===== config.mk =====
export PLATFORM = sky130hd
export DESIGN_NAME = led_dipsw_poller
export DESIGN_NICKNAME = d
export VERILOG_FILES = /design/src/rtl/led_dipsw_poller.sv
export SDC_FILE = /design/constraint.sdc
export NUM_CORES = 1
export LEC_CHECK = 0
export CAP_MARGIN = 5
export CORE_AREA = 2 2 81 83
export DETAILED_ROUTE_END_ITERATION = 16
export DIE_AREA = 0 0 83 85
export GPL_TIMING_DRIVEN = 0
export PLACE_DENSITY = 0.9
export SYNTH_ARGS = -nofsm -noshare
export SYNTH_HDL_FRONTEND = slang
export SYNTH_SLANG_ARGS = --single-unit

===== constraint.sdc =====
create_clock -name clk -period 6.7 [get_ports clk]
set_input_delay 2.01 -clock clk [delete_from_list [all_inputs] [get_ports clk]]
set_output_delay 2.01 -clock clk [all_outputs]
set_load 0.05 [all_outputs]

===== src/rtl/led_dipsw_poller.sv =====
// Polls a 5-bit DIP-switch PIO, debounces it, and mirrors the result (or a
// rotating one-hot pattern when switch bit 4 is set) back out as an LED write.
module led_dipsw_poller #(
  parameter int POLL_CYCLES    = 50000,
  parameter int DEBOUNCE_COUNT = 4,
  parameter int ROTATE_DIV     = 8
) (
  input  logic        clk,
  input  logic        reset_n,
  input  logic        enable,
  output logic [1:0]  avm_address,
  output logic        avm_chipselect,
  output logic        avm_write_n,
  output logic [31:0] avm_writedata,
  input  logic [31:0] avm_readdata,
  output logic [4:0]  sw_value,
  output logic        sw_changed,
  output logic        busy,
  output logic [2:0]  dbg_state
);

  localparam int PW = (POLL_CYCLES > 1) ? $clog2(POLL_CYCLES) : 1;
  localparam logic [PW-1:0] POLL_LAST   = PW'(POLL_CYCLES - 1);
  localparam logic [3:0]    DB_MAX      = 4'(DEBOUNCE_COUNT);
  localparam logic [7:0]    ROT_LAST_M1 = 8'(ROTATE_DIV - 1);

  typedef enum logic [2:0] {
    IDLE    = 3'd0,
    RD_ADDR = 3'd1,
    RD_DATA = 3'd2,
    EVAL    = 3'd3,
    WR      = 3'd4
  } state_t;

  state_t        state_q, state_d;
  logic [PW-1:0] poll_cnt_q, poll_cnt_d;
  logic [4:0]    sample_q, sample_d;
  logic [4:0]    cand_q, cand_d;
  logic [3:0]    db_cnt_q, db_cnt_d;
  logic [4:0]    sw_value_q, sw_value_d;
  logic          sw_changed_q, sw_changed_d;
  logic [3:0]    rot_q, rot_d;
  logic [7:0]    rot_div_q, rot_div_d;
  logic [4:0]    last_led_q, last_led_d;
  logic          force_q, force_d;

  logic          tick;
  logic [4:0]    led_cur;
  logic [4:0]    led_next;
  logic          unused_rd_hi;

  function automatic logic [4:0] led_of(input logic [4:0] sw, input logic [3:0] rot);
    return sw[4] ? {1'b1, rot} : sw;
  endfunction

  assign unused_rd_hi = ^avm_readdata[31:5];
  assign led_cur      = led_of(sw_value_q, rot_q);

  // Poll timebase: held at zero while disabled so re-enabling restarts a full period.
  always_comb begin
    poll_cnt_d = poll_cnt_q;
    tick       = 1'b0;
    if (!enable) begin
      poll_cnt_d = '0;
    end else if (poll_cnt_q == POLL_LAST) begin
      poll_cnt_d = '0;
      tick       = 1'b1;
    end else begin
      poll_cnt_d = poll_cnt_q + 1'b1;
    end
  end

  // PIO bus: no waitrequest; a read presents address 0 in RD_ADDR and the
  // registered readdata is valid (and captured) in RD_DATA; a write is a single
  // WR cycle with chipselect=1, write_n=0.
  always_comb begin
    state_d        = state_q;
    sample_d       = sample_q;
    cand_d         = cand_q;
    db_cnt_d       = db_cnt_q;
    sw_value_d     = sw_value_q;
    sw_changed_d   = 1'b0;
    rot_d          = rot_q;
    rot_div_d      = rot_div_q;
    last_led_d     = last_led_q;
    force_d        = force_q;
    led_next       = led_cur;
    avm_chipselect = 1'b0;
    avm_write_n    = 1'b1;
    avm_writedata  = '0;

    case (state_q)
      IDLE: begin
        if (tick) state_d = RD_ADDR;
      end
      RD_ADDR: begin
        avm_chipselect = 1'b1;
        state_d        = RD_DATA;
      end
      RD_DATA: begin
        avm_chipselect = 1'b1;
        sample_d       = avm_readdata[4:0];
        state_d        = EVAL;
      end
      EVAL: begin
        if (sample_q != cand_q) begin
          cand_d   = sample_q;
          db_cnt_d = 4'd1;
        end else if (db_cnt_q < DB_MAX) begin
          db_cnt_d = db_cnt_q + 4'd1;
        end
        if ((db_cnt_d >= DB_MAX) && (cand_d != sw_value_q)) begin
          sw_value_d   = cand_d;
          sw_changed_d = 1'b1;
        end
        // Rotation follows the mode of the value just decided in this poll.
        if (sw_value_d[4]) begin
          if (rot_div_q == ROT_LAST_M1) begin
            rot_div_d = '0;
            rot_d     = {rot_q[2:0], rot_q[3]};
          end else begin
            rot_div_d = rot_div_q + 8'd1;
          end
        end else begin
          rot_d     = 4'b0001;
          rot_div_d = '0;
        end
        led_next = led_of(sw_value_d, rot_d);
        state_d  = ((led_next != last_led_q) || force_q) ? WR : IDLE;
      end
      WR: begin
        avm_chipselect = 1'b1;
        avm_write_n    = 1'b0;
        avm_writedata  = {27'b0, led_cur};
        last_led_d     = led_cur;
        force_d        = 1'b0;
        state_d        = IDLE;
      end
      default: state_d = IDLE;
    endcase
  end

  always_ff @(posedge clk or negedge reset_n) begin
    if (!reset_n) begin
      state_q      <= IDLE;
      poll_cnt_q   <= '0;
      sample_q     <= '0;
      cand_q       <= '0;
      db_cnt_q     <= '0;
      sw_value_q   <= '0;
      sw_changed_q <= 1'b0;
      rot_q        <= 4'b0001;
      rot_div_q    <= '0;
      last_led_q   <= '0;
      force_q      <= 1'b1;
    end else begin
      state_q      <= state_d;
      poll_cnt_q   <= poll_cnt_d;
      sample_q     <= sample_d;
      cand_q       <= cand_d;
      db_cnt_q     <= db_cnt_d;
      sw_value_q   <= sw_value_d;
      sw_changed_q <= sw_changed_d;
      rot_q        <= rot_d;
      rot_div_q    <= rot_div_d;
      last_led_q   <= last_led_d;
      force_q      <= force_d;
    end
  end

  assign avm_address = 2'b00;
  assign sw_value    = sw_value_q;
  assign sw_changed  = sw_changed_q;
  assign busy        = (state_q != IDLE);
  assign dbg_state   = state_q;

endmodule


==> flow_summary_export.csv, run 1 <==
group,metric,value,unit
placed_design,place_congestion,0.953,
yosys,ys_ff_latch,57,
worst_hold_path,whs_path_depth,1,
finish,layout-area-overhead-vs-synth,22.2,%
clock_tree,clk_pin_slew,0.06,ns
clock_tree,clockRootBuffer,"clkbuf_8",
die,dieArea,0.00706,mm²
critical_path,worstRegToRegCells,7,
detailed_routing,ant_nets,0,
critical_path,path_class,"flop to output port",
placed_design,dp.cells,465,
detailed_routing,wirelength,6.77,mm
sta,max_slew_margin,43.1,%
yosys,avgSynthCellArea,9.42,µm²
clock_tree,post-cts-setup-buffers,0,
detailed_routing,via_per_inst,5.36,
status,status,"complete, no violations",
critical_path,cp-end-kind,"output port",
sta,fin_crit_sh,66.2,%
critical_path,critPathLaunchType,"flop",
pwr,p_per_area,208,mW/mm²
die,start_util,50.9,%
sta,fmax,0.226,GHz
critical_path,cp.arrival,2.42,ns
detailed_routing,drt-pass1-iter-count,4,
die,dieWidth,83,µm
worst_hold_path,min_from,"poll_cnt_q[0]",
clock_tree,cts.repair.resized,0,
clock_tree,clock_sinks,57,
sta,fin_crit,4.43,ns
die,ios,81,
clock_tree,holdBufCountCts,0,
yosys,synth-edff-count,0,
finish,layout-drive-gt1-share,16.1,%
sta,tightest_slew,0.852,ns
sta,finalHoldViolations,0,
pwr,p_leak,1.91,nW
worst_hold_path,hold_class,"flop to flop",
detailed_routing,dr.first_iter.drc_count,207,
sta,setup_viol,0,
finish,fillers,519,
yosys,synthCells,335,
finish,multi_input_area,0.00153,mm²
run,maxCapViolations,0,
clock_tree,clock_path_buffers,2,
yosys,async_reset_ff_share,100,%
critical_path,worst-path-max-fanout,10,
finish,diodes,0,
sta,tns,0,ns
yosys,netlist-cell-type-count,45,
yosys,yosysSeqAreaShare,45.3,%
yosys,ys.flop_type,"dfrtp_1",
die,die-height,85,µm
detailed_routing,vias,2576,
global_routing,grt_use_total,20.1,%
sta,drv_slew,0,
placed_design,portBuffers,24,
finish,final_cell_mix,"dfrtp_1, nor2_1, nand2_1, buf_4, conb_1",
critical_path,required,4.69,ns
die,coreArea,0.00620,mm²
detailed_routing,drc_errors,0,
yosys,synth-xor-area-share,7.77,%
sta,clock_skew,0.00805,ns
clock_tree,cts_tree,"yes",
yosys,synth_mux_area_share,6.06,%
yosys,ys_warn_count,0,
detailed_routing,wl_per_cell,14.1,µm
global_routing,grt_pass1_vias,2462,
yosys,synth_top_family_by_area,"simple AND/OR/NAND/NOR gates",
clock_tree,htreeDepth,3,
critical_path,r2r_setup_slack,4.18,ns
global_routing,grt_max_degree,33,
yosys,synthAdderAreaFrac,1.19,%
yosys,synth_simple_gate_area_share,19.9,%
finish,final_common_cell,"dfrtp_1",
global_routing,grt_pass1_wl,11.3,mm
global_routing,antenna_found_initial,0,
finish,layout.nets,437,
sta,rsz0062_at_grt,"false",
finish,finalNonFillerCells,481,
global_routing,grt.overflow.total,0,
critical_path,r2r-start,"rot_div_q[4]",
pwr,irDropWorstVdd,0.000121,V
yosys,mappedNetlistArea,0.00316,mm²
clock_tree,numCtsBuffers,9,
yosys,synth_compound_area_share,9.95,%
finish,seq_area,0.00143,mm²
clock_tree,clock_latency,0.34,ns
critical_path,r2r-end,"dbg_state[2]",
die,rows,29,
placed_design,place_hpwl,4.92,mm
worst_hold_path,hold_path_end,"poll_cnt_q[0]",
## worst max-delay path: stages, from the launching register on
cell and delay, ns:
dfrtp_1 0.44, buf_1 0.47, mux2i_1 0.18, nor2_1 0.16
clkdlybuf4s50_1 0.82
## state kept, by name, indices dropped and copies added (netlist names)
register / cells
force_q: 1
sw_changed: 1
sw_value: 5
rot_q: 4
rot_div_q: 8
sample_q: 5
db_cnt_q: 4
poll_cnt_q: 16
last_led_q: 5
dbg_state: 3
cand_q: 5
## kinds of logic after synthesis
family	count (synthesis)
AND/OR/NAND/NOR	130
buffers and inverters	49
other	1
flip-flops	57
multiplexers	18
XOR/XNOR	28
AO/OA/AOI/OAI	49
adder cells (fa/ha/maj)	3
## Yosys cell counts (all sizes together) (3+ instances only)
master	number	area, µm²
a21o	6	45.0
nand3	13	65.1
a31oi	5	31.3
o21ai	17	88.8
mux2	9	101
nand4	3	18.8
buf	33	248
and3	9	56.3
inv	11	41.3
nand2	31	116
clkbuf	5	18.8
mux2i	9	90.1
a22o	4	35.0
xnor2	11	96.3
dfrtp	55	1380
nor4b	4	35.0
ha	3	37.5
xor2	17	149
nor2	39	146
nor3	13	65.1
a21oi	8	40.0
or3	4	25.0
## power by group
group	switching [mW]	internal, mW
combinational	0.0473	0.0175
sequential	0.000985	0.346
clock	0.137	0.255
total	0.185	0.618
## stage by stage
stage	hold slack [ns]	setup slack [ns]	area (µm²)	utilization, %	power (mW)
final	0.455	2.27	3860	62.1	0.804
after global routing	0.495	2.15	3860	62.1	0.832
after CTS	0.456	2.26	3860	62.1	0.809
after detailed placement	0.448	2.64	3610	58.2	0.418
after global placement	0.443	1.97	3600	58.0	0.416
after floorplan	0.425	2.36	3260	-	0.404
## worst max path at each step
stage,endpoint,startpoint,depth (start not counted),slack (ns)
2_1_floorplan,avm_chipselect,dbg_state[0],4,2.36
3_3_place_gp,rot_div_q[7],reset_n,1,1.97
3_5_place_dp,avm_writedata[4],dbg_state[0],5,2.64
4_1_cts,avm_writedata[4],dbg_state[0],5,2.26
5_1_grt,avm_writedata[1],sw_value[4],4,2.15
6_report,avm_writedata[0],sw_value[4],4,2.27
## layout make-up
class / instances / share of cell area, %
buffer: 38 / 6.91
multi-input combinational: 257 / 39.6
tap: 77 / 2.50
clock buffer: 10 / 3.57
clock inverter: 6 / 2.73
inverter: 11 / 1.07
sequential: 57 / 37.1
timing repair buffer: 25 / 6.62
## routing by layer
layer	vias up	wire length, µm	track usage (%)	share of wire (%)
met2	83	3200	31.6	47
met1	1246	2980	26.1	44
met5	-	0	0	0
met4	0	157	10.9	2.3
li1	1232	-	-	-
met3	15	430	4.47	6.4
No activity file was read; power rests on OpenSTA's default activity.
==> run 2, diff against run 1 <==
--- a/config.mk
+++ b/config.mk
@@ -6,11 +6,11 @@
 export NUM_CORES = 1
 export LEC_CHECK = 0
 export CAP_MARGIN = 5
-export CORE_AREA = 2 2 81 83
+export CORE_AREA = 2 2 88 90
 export DETAILED_ROUTE_END_ITERATION = 16
-export DIE_AREA = 0 0 83 85
+export DIE_AREA = 0 0 90 92
 export GPL_TIMING_DRIVEN = 0
-export PLACE_DENSITY = 0.9
+export PLACE_DENSITY = 0.82
 export SYNTH_ARGS = -nofsm -noshare
 export SYNTH_HDL_FRONTEND = slang
 export SYNTH_SLANG_ARGS = --single-unit
==> constraint.sdc (replaced) <==
create_clock -name clk -period 3.92 [get_ports clk]
set_input_delay 1.176 -clock clk [delete_from_list [all_inputs] [get_ports clk]]
set_output_delay 1.176 -clock clk [all_outputs]
set_load 0.05 [all_outputs]
==> run 2 against run 1 <==
  * Combinational power grew 70%
  * First-iteration DRC count shrank 18%
  * Flip-flop and latch count is the same
  * Clock skew down 0.00068 ns
  * Cell count grew 5.0%
  * Setup slack got worse by 2.0 ns
  * Critical path depth did not move
  * Sequential power is 71% higher
  * Sequential share of layout area about the same
  * Non-clock buffer count unchanged
  * Hold slack better by 0.0020 ns
==> flow_summary_export.csv, run 2 (synthesized netlist as in run 1, its figures left out) <==
group,metric,value,unit
status,status,"complete, no violations",
sta,setup_viol,0,
die,coreArea,0.00745,mm²
worst_hold_path,hold_class,"flop to flop",
sta,fin_crit,3.63,ns
pwr,p_sw_share,23.7,%
placed_design,place_congestion,0.905,
clock_tree,htreeDepth,3,
global_routing,grt_pass1_wl,10.7,mm
placed_design,place_ws,0.668,ns
clock_tree,clock_path_buffers,2,
clock_tree,holdBufCountCts,0,
global_routing,grt.overflow.total,0,
sta,fin_crit_sh,92.7,%
sta,max_slew_margin,42.8,%
detailed_routing,via_per_inst,5.01,
placed_design,place_hpwl,4.71,mm
run,maxCapViolations,0,
sta,rsz0062_at_grt,"false",
critical_path,r2r-end,"dbg_state[2]",
pwr,p_clk_share,45.2,%
sta,drv_slew,0,
clock_tree,cts.repair.resized,0,
finish,layout.nets,437,
placed_design,dp.cells,490,
critical_path,r2r_setup_slack,1.45,ns
placed_design,portBuffers,24,
pwr,p_per_area,333,mW/mm²
clock_tree,clockRootBuffer,"clkbuf_8",
finish,diodes,0,
sta,setup_ws,0.286,ns
die,dieWidth,90,µm
clock_tree,post-cts-setup-buffers,0,
critical_path,required,2.74,ns
critical_path,path_class,"flop to output port",
critical_path,worstRegToRegCells,8,
pwr,combPwrFrac,8.6,%
sta,whs,0.457,ns
finish,top_register,"poll_cnt_q",
sta,clock_skew,0.00737,ns
die,rows,32,
worst_hold_path,hold_path_end,"poll_cnt_q[0]",
finish,final_cell_mix,"dfrtp_1, nor2_1, nand2_1, buf_4, conb_1",
critical_path,cp.arrival,2.46,ns
clock_tree,clock_latency,0.34,ns
sta,tightest_slew,0.856,ns
die,die-height,92,µm
critical_path,r2r-start,"rot_div_q[3]",
pwr,finalPower,1.28,mW
pwr,p_leak,1.90,nW
clock_tree,clock_sinks,57,
finish,layout-drive-gt1-share,15.9,%
global_routing,grt_use_total,16.2,%
finish,layout-area-overhead-vs-synth,22.2,%
detailed_routing,dr.first_iter.drc_count,169,
pwr,internal_power,979,µW
finish,finalNonFillerCells,505,
detailed_routing,drc_errors,0,
pwr,irDropWorstVdd,0.000136,V
die,start_util,42.4,%
die,dieArea,0.00828,mm²
worst_hold_path,whs_path_depth,1,
finish,largest_register_ffs,16,
global_routing,grt_max_degree,31,
clock_tree,cts_tree,"yes",
pwr,p_seq_share,46.2,%
sta,finalHoldViolations,0,
die,ios,81,
critical_path,worst-path-max-fanout,10,
finish,top_regs,"poll_cnt_q x16, rot_div_q x8",
finish,final_util,51.8,%
finish,final_common_cell,"dfrtp_1",
pwr,switching_power,305,µW
clock_tree,numCtsBuffers,9,
global_routing,antenna_found_initial,0,
sta,fmax,0.275,GHz
detailed_routing,drt-pass1-iter-count,5,
critical_path,critPathLaunchType,"flop",
worst_hold_path,min_from,"poll_cnt_q[0]",
detailed_routing,vias,2528,
global_routing,grt_pass1_vias,2322,
detailed_routing,wl_per_cell,12.8,µm
detailed_routing,wirelength,6.46,mm
detailed_routing,ant_nets,0,
critical_path,cp-end-kind,"output port",
clock_tree,clk_pin_slew,0.06,ns
-- run 2: changes by cell type in the layout (fill, tap and decap cells not counted) --
| cell | before | now |
|---|---|---|
| clkbuf_8 | 10 | 13 |
| bufinv_16 | 3 | 1 |
| clkinv_2 | 3 | 1 |
-- run 2: how the worst max path moves through the flow --
| stage | depth (start not counted) | endpoint | slack, ns | startpoint |
|---|---|---|---|---|
| after floorplan | 4 | avm_chipselect | 0.41 | dbg_state[0] |
| after global placement | 1 | rot_q[3] | -0.02 | reset_n |
| after detailed placement | 4 | avm_writedata[1] | 0.67 | sw_value[4] |
| after CTS | 4 | avm_writedata[1] | 0.29 | sw_value[4] |
| after global routing | 4 | avm_writedata[1] | 0.18 | sw_value[4] |
| final | 4 | avm_writedata[1] | 0.29 | sw_value[4] |
-- run 2: routing by layer --
metal / track usage, % / share of wire, % / vias to the layer above
li1: - / - / 1223
met1: 20.9 / 47 / 1197
met2: 24.9 / 45 / 94
met3: 4.52 / 5.2 / 14
met4: 8.59 / 2.8 / 0
met5: 0 / 0 / -
-- run 2: cell type report --
type | instances | area [µm²]
inverters | 11 | 41.3
multi-input cells | 257 | 1530
plain buffers | 38 | 267
clock buffers | 13 | 179
clock inverters | 2 | 35.0
fillers | 664 | 3590
repair buffers | 25 | 255
well taps | 102 | 128
flip-flops and latches | 57 | 1430
-- run 2: power groups by stage --
stage	clock (mW)	sequential (mW)	combinational, mW
finish	0.581	0.593	0.110
floorplan	0	0.603	0.0880
global placement	0	0.603	0.108
CTS	0.594	0.593	0.110
global route	0.622	0.593	0.117
detailed placement	0	0.603	0.110
-- run 2: per-stage QoR --
stage / setup TNS [ns] / cell area [µm²]
floorplan: 0 / 3260
global route: 0 / 3860
detailed placement: 0 / 3640
finish: 0 / 3860
global placement: -1.16 / 3630
CTS: 0 / 3860
-- run 2: worst max-delay path, cell delays in order (launching register included) --
cell             delay [ns]
dfrtp_1                0.43
buf_1                  0.50
mux2i_1                0.17
nor2_1                 0.18
clkdlybuf4s50_1        0.84
==> variant 1: new RTL, config.mk and constraints of run 2 <==
`POLL_CYCLES`: 50000 -> 12500.
--- a/src/rtl/led_dipsw_poller.sv
+++ b/src/rtl/led_dipsw_poller.sv
@@ -2,5 +2,5 @@
 // rotating one-hot pattern when switch bit 4 is set) back out as an LED write.
 module led_dipsw_poller #(
-  parameter int POLL_CYCLES    = 50000,
+  parameter int POLL_CYCLES    = 12500,
   parameter int DEBOUNCE_COUNT = 4,
   parameter int ROTATE_DIV     = 8
Formal check against the unedited RTL: same outputs for any inputs over 10 cycles, from zero or initial values and one cycle with reset_n low; that may be too few to reach the edited logic, so the function may still have changed.
==> variant 1 against run 2 <==
Synthesized cell count down 4.5%; power is 22% lower; routed wire length fell by 4.8%; cell area fell by 6.2%; area after synthesis shrank 3.7%; worst setup slack better by 0.079 ns; sequential cell count shrank 2; cell count down 4.4%; die area unchanged.
==> variant 1: results (changes against run 2) <==
The run finished with clean final reports. The run gives 1.30 ns (was 1.45 ns) as the reg2reg setup slack. The leakage power came out at 1.78 nW (was 1.90 nW).

The average instance area after synthesis is 9.50 um^2 (was 9.42 um^2), and the highest ir drop seen on vdd is 0.133 mV (was 0.136 mV). For the maximum root-to-sink buffer count, the log shows 2 (unchanged). Leading post-synthesis cells by cell area: sky130_fd_sc_hd__dfrtp_1 (44%), sky130_fd_sc_hd__buf_4 (7.4%), sky130_fd_sc_hd__xor2_1 (5.5%) (was sky130_fd_sc_hd__dfrtp_1 (44%), sky130_fd_sc_hd__buf_4 (7.4%), sky130_fd_sc_hd__xor2_1 (4.7%)). The per-cell routed wire length was 12.7 um (was 12.8 um); the overall track demand over capacity in global routing was 0.156 (was 0.162). The period utilization was 0.907 (was 0.927). Post-detailed-placement cell area: 3530 um^2 (was 3640 um^2). The number of distinct library cells after synthesis is 47 (was 45). The tools report the end point of the critical path as avm_writedata[2] (was avm_writedata[1]). The logs give 2274 (was 2322) for the number of global-route vias before repair and 33 (was 31) for the pin count of the biggest net entering global routing. The total length of routed wires came out at 6150 um (was 6460 um).

Detailed placement HPWL: 4690 um (was 4710 um). Top Registers: poll_cnt_q (14), rot_div_q (8) (was poll_cnt_q (16), rot_div_q (8)). The share of cell area taken by muxes after synthesis was 0.0498 (was 0.0606).

The logs give 2.38 ns (was 2.46 ns) for the data arrival at the endpoint of the critical path and 0.454 (was 0.453) for the sequential element share of the synthesized area. For the total number of nets in the final design, the log shows 418 (was 437). The detailed-route via count was 2386 (was 2528).

The insertion delay of the later-clocked pin in the worst-skew pair was 0.31 ns (was 0.34 ns). The post-synthesis compound-gate area fraction was 0.121 (was 0.0995). Leading post-synthesis cells by instance count: sky130_fd_sc_hd__dfrtp_1 (53), sky130_fd_sc_hd__nor2_1 (31), sky130_fd_sc_hd__buf_4 (30), sky130_fd_sc_hd__nand2_1 (28), sky130_fd_sc_hd__xor2_1 (19) (was sky130_fd_sc_hd__dfrtp_1 (55), sky130_fd_sc_hd__nor2_1 (39), sky130_fd_sc_hd__buf_4 (31), sky130_fd_sc_hd__nand2_1 (31), sky130_fd_sc_hd__xor2_1 (17)). The share of layout cells above drive strength 1 was 0.147 (was 0.159); the share of total power consumed by net switching was 0.258 (was 0.237).

The global placer's final weighted congestion was 0.908 (was 0.905); the relative max-transition margin was 0.273 (was 0.428). The violation count after the first detailed-route iteration is 145 (was 169), and the worst-case setup slack after placement is 0.709 ns (was 0.668 ns). The adder and majority cell fraction of the synthesized area is 0.0124 (was 0.0119). The placed instance count was 475 (was 490); the total of warnings raised by yosys was 0 (unchanged). The synthesized-area fraction occupied by xor and xnor cells is 0.0720 (was 0.0777).

The highest-delay cell along the critical path is sky130_fd_sc_hd__clkdlybuf4s50_1 (unchanged). The clock transition at the register clock pins on the worst setup and hold paths after CTS is 0.09 ns (was 0.06 ns). Total grt overflow: 0 (unchanged). The run gives 0.00852 ns (was 0.00737 ns) as the worst clock skew on the final layout. The total CTS buffers was 5 (was 9); the first-pass GRT wire length was 10500 um (was 10700 um).
-- variant 1: logic make-up (layout without fill, tap and decap cells) --
group / Yosys count / count (layout)
buffers and inverters: 48 / 81
adder cells (fa/ha/maj): 3 / 3
multiplexers: 14 / 14
AND/OR/NAND/NOR: 118 / 118
XOR/XNOR: 25 / 25
other: 1 / 29
flip-flops: 55 / 55
AO/OA/AOI/OAI: 56 / 56
-- variant 1: per-layer routing --
| layer | share of wire | routed length [um] | vias up | global-route usage |
|---|---|---|---|---|
| met5 | 0 | 0 | - | 0 |
| met4 | 0.014 | 89 | 0 | 0.0526 |
| met3 | 0.042 | 258 | 9 | 0.0279 |
| met2 | 0.48 | 2980 | 59 | 0.272 |
| met1 | 0.46 | 2830 | 1143 | 0.197 |
| li1 | - | - | 1175 | - |
-- variant 1: power groups by stage --
stage / Clock [mW] / Combinational (mW) / Sequential [mW]
after floorplan: 0 / 0.0884 / 0.583
after global placement: 0 / 0.108 / 0.583
after detailed placement: 0 / 0.110 / 0.583
after CTS: 0.327 / 0.111 / 0.572
after global routing: 0.348 / 0.118 / 0.572
final: 0.318 / 0.111 / 0.572
-- variant 1: critical path: cells and delay by family, from the launching register on --
family	cells	cell delay, ns
flops	1	0.41
buf+inv	2	1.23
simple gates	2	0.38
compound gates	1	0.05
-- variant 1: worst min-delay path by stage --
stage / from / end / slack [ns]
final: poll_cnt_q[0]$_DFF_PN0_ / poll_cnt_q[0]$_DFF_PN0_ / 0.49
after global routing: db_cnt_q[0]$_DFFE_PN0P_ / db_cnt_q[0]$_DFFE_PN0P_ / 0.51
after CTS: poll_cnt_q[0]$_DFF_PN0_ / poll_cnt_q[0]$_DFF_PN0_ / 0.49
after detailed placement: poll_cnt_q[0]$_DFF_PN0_ / poll_cnt_q[0]$_DFF_PN0_ / 0.48
after global placement: poll_cnt_q[0]$_DFF_PN0_ / poll_cnt_q[0]$_DFF_PN0_ / 0.47
after floorplan: poll_cnt_q[0]$_DFF_PN0_ / poll_cnt_q[0]$_DFF_PN0_ / 0.45
-- variant 1: layout make-up --
cell class                 count  area, um^2
clock buffer                   7        86.3
fill                         694        3830
clock inverter                 1        5.00
timing repair buffer          25         255
sequential                    55        1380
multi-input combinational    245        1470
tap                          102         128
buffer                        39         267
inverter                       9        33.8
==> variant 2: new RTL, config.mk and constraints of run 2 <==
Made on the original files. `sample_q` and `sw_value_q` no longer have a reset.
--- a/src/rtl/led_dipsw_poller.sv
+++ b/src/rtl/led_dipsw_poller.sv
@@ -145,8 +145,6 @@
       state_q      <= IDLE;
       poll_cnt_q   <= '0;
-      sample_q     <= '0;
       cand_q       <= '0;
       db_cnt_q     <= '0;
-      sw_value_q   <= '0;
       sw_changed_q <= 1'b0;
       rot_q        <= 4'b0001;
@@ -157,8 +155,6 @@
       state_q      <= state_d;
       poll_cnt_q   <= poll_cnt_d;
-      sample_q     <= sample_d;
       cand_q       <= cand_d;
       db_cnt_q     <= db_cnt_d;
-      sw_value_q   <= sw_value_d;
       sw_changed_q <= sw_changed_d;
       rot_q        <= rot_d;
@@ -167,4 +163,9 @@
       force_q      <= force_d;
     end
+  end
+
+  always_ff @(posedge clk) begin
+    sample_q   <= sample_d;
+    sw_value_q <= sw_value_d;
   end
 
Formal check against the unedited RTL: same outputs for any inputs over 10 cycles, from zero or initial values and one cycle with reset_n low; that may be too few to reach the edited logic, so the function may still have changed.
==> variant 2 against run 2 <==
Power shrank 7.6%; cell area decreased by 2.2%; global-route usage shrank 0.62 points; sequential cell count unchanged; worst setup slack improved by 0.047 ns; area after synthesis shrank 1.4%; first-iteration DRC count down 36%; routed wire length decreased by 4.5%; sequential share of layout area grew 2.2 points; critical path type unchanged; largest cell class is now flip-flops and latches.
==> variant 2: results (changes against run 2) <==
The flow ran to the end, and the final reports show no timing, DRC or antenna violations. The delay contributed by the slowest stage of the critical path was 0.82 ns (was 0.84 ns); the data arrival at the endpoint of the critical path was 2.41 ns (was 2.46 ns). The met2 routing resource usage after global routing was 0.274 (was 0.249). The worst clock skew on the final layout is 0.0103 ns (was 0.00737 ns). The maximum root-to-sink buffer count came out at 2 (unchanged).

The share of flip-flops with an asynchronous set or reset was 0.825 (was 1.00). Overall track demand over capacity in global routing: 0.156 (was 0.162). Reg2reg setup slack: 1.09 ns (was 1.45 ns). The highest ir drop seen on vdd came out at 0.184 mV (was 0.136 mV).

The leakage power was 1.80 nW (was 1.90 nW). The tools report the met1 usage in global routing as 0.194 (was 0.209). The violation count after the first detailed-route iteration came out at 109 (was 169). The number of global-route vias before repair came out at 2306 (was 2322). Number of I/O port buffers: 24 (unchanged).

The slew of the pin with the lowest slew margin works out to 0.736 ns (was 0.856 ns). The per-cell routed wire length works out to 12.6 um (was 12.8 um). The net switching power figure came out at 0.308 mW (was 0.305 mW).

The global placer's final weighted congestion was 0.873 (was 0.905); the total number of nets in the final design was 419 (was 437). The number of enable flip-flop cells after synthesis works out to 10 (was 0). Leading post-synthesis cells by cell area: sky130_fd_sc_hd__dfrtp_1 (36%), sky130_fd_sc_hd__edfxtp_1 (9.6%), sky130_fd_sc_hd__buf_4 (7.2%) (was sky130_fd_sc_hd__dfrtp_1 (44%), sky130_fd_sc_hd__buf_4 (7.4%), sky130_fd_sc_hd__xor2_1 (4.7%)). The total iterations of the first detailed-routing run was 4 (was 5); the met3 track demand over resource was 0.0288 (was 0.0452). The via count normalized by instance count was 4.90 (was 5.01).

The share of layout cells above drive strength 1 works out to 0.168 (was 0.159). Leading post-synthesis cells by instance count: sky130_fd_sc_hd__dfrtp_1 (45), sky130_fd_sc_hd__nand2_1 (32), sky130_fd_sc_hd__nor2_1 (32), sky130_fd_sc_hd__buf_4 (30), sky130_fd_sc_hd__o21ai_0 (17) (was sky130_fd_sc_hd__dfrtp_1 (55), sky130_fd_sc_hd__nor2_1 (39), sky130_fd_sc_hd__buf_4 (31), sky130_fd_sc_hd__nand2_1 (31), sky130_fd_sc_hd__xor2_1 (17)). Detailed placement HPWL: 4510 um (was 4710 um).
variant 2: cell types whose count changed after synthesis, moves of 3 or more:
cell / before / now
sky130_fd_sc_hd__nand3_1: 13 / 10
sky130_fd_sc_hd__edfxtp_1: 0 / 10
sky130_fd_sc_hd__xnor2_1: 11 / 14
sky130_fd_sc_hd__nor3_1: 13 / 8
sky130_fd_sc_hd__mux2_2: 9 / 5
sky130_fd_sc_hd__dfrtp_1: 55 / 45
sky130_fd_sc_hd__nor4b_1: 4 / 1
sky130_fd_sc_hd__nor2_1: 39 / 32
sky130_fd_sc_hd__a31oi_1: 5 / 2
variant 2: per-layer routing:
layer  part of all wire  up-vias
met1               0.44     1140
met2               0.49       88
met3              0.065        7
met5                  0        -
met4              0.013        0
li1                   -     1156
variant 2: path summary, 6_finish.rpt:
kind / cells after the start / to / from
hold reg to reg: 1 / poll_cnt_q[0]$_DFF_PN0_ / poll_cnt_q[0]$_DFF_PN0_
setup / recovery: 4 / avm_writedata[0] / sw_value[4]$_DFFE_PP_
min in group asynchronous: 1 / poll_cnt_q[14]$_DFF_PN0_ / reset_n
max in group asynchronous: 2 / rot_q[0]$_DFFE_PN1P_ / reset_n
setup reg to reg: 8 / dbg_state[2]$_DFFE_PN0P_ / sample_q[1]$_DFFE_PN_
hold / removal: 1 / poll_cnt_q[0]$_DFF_PN0_ / poll_cnt_q[0]$_DFF_PN0_
variant 2: cell families after synthesis:
group / share of synthesized area
buffers and inverters: 0.102
AO/OA/AOI/OAI: 0.0888
other: 0.00120
adder cells (fa/ha/maj): 0.0121
AND/OR/NAND/NOR: 0.191
XOR/XNOR: 0.0816
multiplexers: 0.0482
flip-flops: 0.475
variant 2: cell type report:
class / count / area [um^2]
Clock buffer: 11 / 141
Multi-Input combinational cell: 238 / 1420
Fill cell: 685 / 3670
Tap cell: 102 / 128
Inverter: 12 / 45.0
Clock inverter: 5 / 31.3
Timing Repair Buffer: 25 / 255
Sequential cell: 57 / 1480
Buffer: 38 / 273
variant 2: stage by stage:
stage               instances  utilization  setup WS [ns]  hold WS, ns
CTS                       488        0.507          0.325        0.458
global route              488        0.507          0.231        0.501
detailed placement        472        0.484          0.679        0.444
floorplan                 345            -          0.415        0.425
finish                    488        0.507          0.333        0.457
global placement          471        0.482          0.427        0.449
variant 2: critical path: cells and delay by family (launching register included):
kind | cells | cell delay, ns
DFF | 1 | 0.41
buffers and inverters | 2 | 1.29
and+or+nand+nor | 1 | 0.16
muxes | 1 | 0.21
variant 2: power groups by stage:
stage                     combinational (mW)  clock, mW  sequential, mW
after global routing                   0.115      0.505           0.606
after global placement                 0.105          0           0.617
after floorplan                       0.0877          0           0.617
final                                  0.108      0.472           0.606
after CTS                              0.109      0.486           0.606
after detailed placement               0.108          0           0.617
